==> src/rtl/stl_rst_seq.sv <==
// Reset sequencer: synchronizes an external reset request, holds all outputs asserted, then releases channels in order.
// Optional software reset request input enabled by macro STL_RST_SWREQ_EN.
module stl_rst_seq #(
  parameter int NUM_CH      = 4,
  parameter int SYNC_STAGES = 2,
  parameter int MIN_ASSERT  = 16,
  parameter int RELEASE_GAP = 8
) (
  input  logic              i_clk,
  input  logic              i_rst,
  input  logic              i_ext_rst_n,
`ifdef STL_RST_SWREQ_EN
  input  logic              i_sw_rst,
`endif
  output logic [NUM_CH-1:0] o_rst_n,
  output logic              o_done
);

  localparam logic [1:0] S_ASSERT  = 2'd0;
  localparam logic [1:0] S_RELEASE = 2'd1;
  localparam logic [1:0] S_DONE    = 2'd2;

  localparam logic [7:0]        MIN_TC   = 8'(MIN_ASSERT - 1);
  localparam logic [7:0]        GAP_TC   = 8'(RELEASE_GAP - 1);
  localparam logic [4:0]        LAST_IDX = 5'(NUM_CH - 1);
  localparam logic [NUM_CH-1:0] CH0      = NUM_CH'(1);

  logic [SYNC_STAGES-1:0] sync;
  logic                   req;
  logic [1:0]             state;
  logic [7:0]             cnt;
  logic [4:0]             idx;

  always_ff @(posedge i_clk) begin
    if (i_rst) begin
      sync <= '0;
    end else begin
      sync <= {sync[SYNC_STAGES-2:0], i_ext_rst_n};
    end
  end

`ifdef STL_RST_SWREQ_EN
  // Software request bypasses the synchronizer: it is already in this clock domain.
  assign req = ~sync[SYNC_STAGES-1] | i_sw_rst;
`else
  assign req = ~sync[SYNC_STAGES-1];
`endif

  always_ff @(posedge i_clk) begin
    if (i_rst) begin
      state   <= S_ASSERT;
      cnt     <= '0;
      idx     <= '0;
      o_rst_n <= '0;
      o_done  <= 1'b0;
    end else if (req) begin
      // A live request overrides any terminal count reached on the same edge.
      state   <= S_ASSERT;
      cnt     <= '0;
      idx     <= '0;
      o_rst_n <= '0;
      o_done  <= 1'b0;
    end else begin
      case (state)
        S_ASSERT: begin
          if (cnt == MIN_TC) begin
            o_rst_n <= CH0;
            cnt     <= '0;
            idx     <= 5'd1;
            if (NUM_CH == 1) begin
              state  <= S_DONE;
              o_done <= 1'b1;
            end else begin
              state <= S_RELEASE;
            end
          end else begin
            cnt <= cnt + 8'd1;
          end
        end
        S_RELEASE: begin
          if (cnt == GAP_TC) begin
            o_rst_n <= o_rst_n | (CH0 << idx);
            cnt     <= '0;
            idx     <= idx + 5'd1;
            if (idx == LAST_IDX) begin
              state  <= S_DONE;
              o_done <= 1'b1;
            end
          end else begin
            cnt <= cnt + 8'd1;
          end
        end
        S_DONE: begin
          cnt <= '0;
        end
        default: begin
          state   <= S_ASSERT;
          cnt     <= '0;
          idx     <= '0;
          o_rst_n <= '0;
          o_done  <= 1'b0;
        end
      endcase
    end
  end

endmodule

==> config.mk <==
export PLATFORM = sky130hd
export DESIGN_NAME = stl_rst_seq
export DESIGN_NICKNAME = d
export VERILOG_FILES = /design/src/rtl/stl_rst_seq.sv
export SDC_FILE = /design/constraint.sdc
export NUM_CORES = 1
export LEC_CHECK = 0
export CORE_MARGIN = 2
export CORE_UTILIZATION = 30
export DETAILED_ROUTE_END_ITERATION = 6
export MAX_ROUTING_LAYER = met4
export PLACE_DENSITY = 0.51
export SLEW_MARGIN = 40
export SYNTH_ARGS = -nofsm -noshare
export SYNTH_HDL_FRONTEND = slang
export SYNTH_SLANG_ARGS = --single-unit
==> constraint.sdc <==
create_clock -name i_clk -period 2.6 [get_ports i_clk]
set_input_delay 0.52 -clock i_clk [delete_from_list [all_inputs] [get_ports i_clk]]
set_output_delay 0.52 -clock i_clk [all_outputs]
set_load 0.05 [all_outputs]
Word-level counts from Yosys, hierarchy flattened
Index checks and enable logic that the tools add are counted.
Widths: inputs -> output; s select.
{"block": "op_classes", "n_shift": 1, "n_addsub": 2, "reduce_logical": 6, "eq_ne": 8, "bitwise": 4, "n_mux": 16}
{"cell": "$mux 8", "count": 2}
{"cell": "$pmux 8 s2", "count": 1}
{"cell": "$pmux 5 s3", "count": 1}
{"cell": "$pmux 4 s3", "count": 1}
{"cell": "$mux 5", "count": 2}
{"cell": "$add 8x1->8 const B", "count": 1}
{"cell": "$eq 8x3->1 const B", "count": 1}
{"cell": "$eq 8x4->1 const B", "count": 1}
{"cell": "$mux 4", "count": 2}
{"cell": "$mux 2", "count": 3}
{"cell": "$ne 2x2->1 const B", "count": 3}
{"cell": "$pmux 2 s3", "count": 1}
{"cell": "$reduce_and 3->1", "count": 2}
{"cell": "$add 5x1->5 const B", "count": 1}
{"cell": "$eq 5x2->1 const B", "count": 1}
{"cell": "$shl 1x5->4 const A", "count": 1}
{"cell": "$or 4x4->4", "count": 1}
{"cell": "$reduce_and 4->1", "count": 1}
{"cell": "$reduce_or 2->1", "count": 2}
{"cell": "$not 1->1", "count": 3}
{"cell": "$eq 2x1->1 const B", "count": 1}
{"cell": "$eq 2x2->1 const B", "count": 1}
{"cell": "$logic_not 2->1", "count": 1}
{"cell": "$mux 1", "count": 2}
{"cell": "$pmux 1 s2", "count": 1}
{"block": "word_totals", "regBits": 22, "word_cells": 43, "out_inout_bits": 5}

Depth between registers and ports, before layout
{"block": "logic_depth", "ltp_word": 4, "ltp_mapped": 6, "ltp_nobuf": 5}

Worst setup path before layout
Ideal clock, no wire load.
{"block": "synth_timing", "path_type": "register to register", "start": "register cnt[4]", "end": "register idx[3]", "path_stages_with_launch": 7, "t_arrival_ns": 1.740, "slack_ns": 0.735, "path_buffers": 2, "required_ns": 2.476, "setup_ns": 0.124, "cell_sequence": "dfxtp_1 > or4_1 > buf_2 > or4_4 > buf_6 > nand3_1 > mux2i_1"}
{"block": "synth_via", "elab_chain_len": 3}
{"element": "start, declared", "line": "31", "source": "logic [7:0] cnt;"}
{"element": "start signal, assigned", "line": "77", "source": "cnt <= cnt + 8'd1;"}
{"element": "start signal, assigned", "line": "90", "source": "cnt <= cnt + 8'd1;"}
{"element": "$eq 8x3->1 / $eq 8x4->1 (equally long branches)", "line": "81, 66"}
{"element": "$ne 2x2->1 (no line)"}
{"element": "$reduce_and 3->1 (no line) *"}
{"element": "end signal, assigned", "line": "84", "source": "idx <= idx + 5'd1;"}
{"element": "end, declared", "line": "32", "source": "logic [4:0] idx;"}
Every way passes the cells marked *; elsewhere a longest branch is shown, timed or not.
A chain may end at the register's enable or synchronous reset.

Final worst setup path
{"block": "layout_timing", "start": "register o_rst_n[0]", "end": "output o_rst_n[0]"}
{"element": "start, declared", "line": "15", "source": "output logic [NUM_CH-1:0] o_rst_n,"}
{"element": "start signal, assigned", "line": "82", "source": "o_rst_n <= o_rst_n | (CH0 << idx);"}
No word-level cell between the ends.

==> impl_metrics.yaml <==
status:
  status: "finished, final reports clean"
detailed_routing:
  routed_wire_length_per_instance_um: 11.7
  dr.first_iter.drc_count: 11
  detail_route.first_pass.iterations: 4
  routed_via_density: 4.86
  detail_route.drc_violations: 0
  antenna_left: 0
  total_via_count_after_detailed_routing: 850
  detail_route.wirelength_um: 2040
cts:
  clk_pin_slew_ps: 120
  ctsHoldBuffers: 0
  cts_tree: "yes"
  clock-sinks: 22
  clockRootBuffer: "sky130_fd_sc_hd__clkbuf_4"
  max-clock-path-buffers: 2
  htree_num_levels: 1
  clkLatencyLatePin_ps: 300
  cts-buffers-inserted: 3
  post-cts-setup-buffer-count: 0
  cts.repair.resized: 0
global_routing:
  maximum_number_of_pins_on_one_net_before_global_route_repair: 15
  via_count_of_the_first_global_routing_pass: 782
  gr-usage-all-layers: 0.113
  antenna_found_initial: 0
  first_pass_grt_wire_length_um: 3580
  global_route.overflow_total: 0
timing:
  fmax_ghz: 0.494
  hold_viol: 0
  hold_slack_ps: 448
  timing.setup.tns_ps: 0
  tightest_slew_ps: 597
  timing.final.crit_share: 0.778
  layout_min_cycle_time_ps: 2020
  finalSetupViolations: 0
  unrepaired_setup_endpoints_after_global_routing: "no"
  finClkSkew_ps: 8.99
  max_slew_margin: 0.602
  report.final.slew_viol_count: 0
die:
  design.die.area_mm2: 0.00413
  core_region_area_mm2: 0.00342
  top_level_ports: 8
  floorplan.die.width_um: 64.2
  fp-row-count: 21
  fp.dieH_um: 64.2
  floorplan.initialDensity: 0.319
hold_path:
  timing.hold.worst.class: "flop to flop"
  hold_end: "sync[1]$_SDFF_PP0_"
  whs_path_depth: 1
  hold_start: "sync[0]$_SDFF_PP0_"
critical_path:
  timing.critical_path.to_type: "output port"
  timing.critical_path.fanout_max: 3
  reg2reg_setup_slack_ps: 610
  cp.arrival_ps: 1500
  cp_cell_sequence: "clkdlybuf4s50_1"
  worst_ep_required_time_ps: 2080
  path_buf_inv: 1
  worstSetupPathType: "flop to output port"
  slowest_delay_ps: 820
  cpLargestDelayFamily: "buffers and inverters"
  timing.reg2reg.worst_path_depth: 4
  kind_of_start_point_of_the_critical_path: "flop"
  worst_r2r_startpoint: "cnt[4]$_SDFF_PP0_"
  worstReg2RegEnd: "idx[4]$_SDFFE_PP0P_"
  crit_slowest_cell: "sky130_fd_sc_hd__clkdlybuf4s50_1"
pwr:
  powerDensity_mw_per_mm2: 417
  vdd_drop_max_mv: 0.271
  finalPower_uw: 504
  p_leak_nw: 0.398
flow_run:
  drv_cap: 0
synth:
  synth_top_area_share: 0.405
  synth.net_count: 130
  synth_area_leaders: "sky130_fd_sc_hd__dfxtp_1, sky130_fd_sc_hd__nor2_1, sky130_fd_sc_hd__o2111ai_1, sky130_fd_sc_hd__xnor2_1, sky130_fd_sc_hd__mux2i_1"
  netlist-cell-type-count: 34
  synth_seq_area_share: 0.405
  synthesis.instances: 125
  synth_top_area_cell: "sky130_fd_sc_hd__dfxtp_1"
  ys_seq_elements: 22
  yosys_warnings: 0
  post_synth_instance_area_mm2: 0.00109
  post_synth.cell_area_avg_um2: 8.71
placement:
  post-place-cells: 172
  place.port_buffers: 7
  gp_routability_congestion: 0.741
  detailedPlacementHpwl_um: 1480
finish:
  finish.utilization: 0.353
  drive_gt1_frac: 0.0543
  fillerInstances: 366
  layout-area-overhead-vs-synth_pct: 10.9
  antenna-diode-count: 0
  layout.cells.non_filler: 175
  nNetsFinal: 136
[per-stage QoR]
step / cell area (µm²) / setup WS, ps
finish: 1210 / 577
global route: 1210 / 458
CTS: 1210 / 571
detailed placement: 1180 / 455
global placement: 1180 / 521
floorplan: 1090 / 735
[where the power goes]
group / total (mW) / internal (mW) / switching [mW]
clock network: 0.154 / 0.0540 / 0.100
registers: 0.339 / 0.339 / 0.000608
logic: 0.00965 / 0.00502 / 0.00464
total: 0.504 / 0.398 / 0.106
[cell families (layout without fill, tap and decap cells)]
kind of cell | count (synthesis) | count (layout) | synth area share
adders and majority gates | 2 | 2 | 0.0230
xor gates and xnor gates | 7 | 7 | 0.0563
and+or+nand+nor | 53 | 53 | 0.266
AOI/OAI and AO/OA | 22 | 22 | 0.154
muxes | 4 | 4 | 0.0368
buffers and inverters | 15 | 19 | 0.0598
DFF | 22 | 22 | 0.405
[metal layers]
layer / GRT usage / part of all wire / vias to the layer above
met4: 0.0399 / 0.0098 / 0
met5: - / 0 / -
met1: 0.152 / 0.54 / 385
met2: 0.168 / 0.43 / 17
met3: 0.0211 / 0.027 / 2
li1: - / - / 446
[synth_stat cells, drive strengths merged]
| library cell | count |
|---|---|
| a211o | 1 |
| a21oi | 7 |
| a31oi | 1 |
| and3b | 1 |
| and4 | 1 |
| buf | 2 |
| clkbuf | 4 |
| clkinv | 1 |
| dfxtp | 22 |
| ha | 2 |
| inv | 8 |
| mux2i | 4 |
| nand2 | 9 |
| nand2b | 1 |
| nand3 | 6 |
| nand3b | 4 |
| nor2 | 15 |
| nor2b | 5 |
| nor3 | 7 |
| nor4 | 2 |
| o2111ai | 5 |
| o21a | 2 |
| o21ai | 3 |
| o31ai | 1 |
| o41ai | 2 |
| or4 | 2 |
| xnor2 | 5 |
| xor2 | 2 |
[cell usage in the layout (no fill, tap or decap), types with 2 or more instances in the layout]
cell                              count
sky130_fd_sc_hd__mux2i_1              4
sky130_fd_sc_hd__o21a_1               2
sky130_fd_sc_hd__dfxtp_1             22
sky130_fd_sc_hd__nand2_1              8
sky130_fd_sc_hd__o2111ai_1            5
sky130_fd_sc_hd__nand3b_1             4
sky130_fd_sc_hd__nand3_1              6
sky130_fd_sc_hd__nor2_1              15
sky130_fd_sc_hd__clkdlybuf4s50_1      7
sky130_fd_sc_hd__a21oi_1              7
sky130_fd_sc_hd__clkbuf_4             3
sky130_fd_sc_hd__xor2_1               2
sky130_fd_sc_hd__inv_1                8
sky130_fd_sc_hd__o21ai_1              2
sky130_fd_sc_hd__nor2b_1              5
sky130_fd_sc_hd__nor3_1               7
sky130_fd_sc_hd__xnor2_1              5
sky130_fd_sc_hd__ha_1                 2
[how the worst max path moves through the flow]
stage	startpoint	end	slack [ps]	depth (start not counted)
4_1_cts	o_rst_n[0]$_SDFFE_PP0P_	o_rst_n[0]	570	1
6_report	o_rst_n[0]$_SDFFE_PP0P_	o_rst_n[0]	580	1
2_1_floorplan	cnt[4]$_SDFF_PP0_	idx[3]$_SDFFE_PP0P_	740	6
3_3_place_gp	i_rst	idx[3]$_SDFFE_PP0P_	520	5
5_1_grt	cnt[4]$_SDFF_PP0_	idx[3]$_SDFFE_PP0P_	460	4
3_5_place_dp	i_rst	idx[4]$_SDFFE_PP0P_	460	5
[state kept, by name (all words and copies together), names as in the netlist]
signal and flops:
cnt 8, idx 5, o_rst_n 4, state 2
sync 2, o_done 1
[layout make-up]
type                    count  area, µm²  share of cell area
multi-input cells          88        583               0.483
flip-flops and latches     22        440               0.365
repair buffers              7       70.1              0.0580
well taps                  46       57.6              0.0477
inverters                   9       33.8              0.0280
clock buffers               3       22.5              0.0187
No activity file was read; power rests on OpenSTA's default activity.
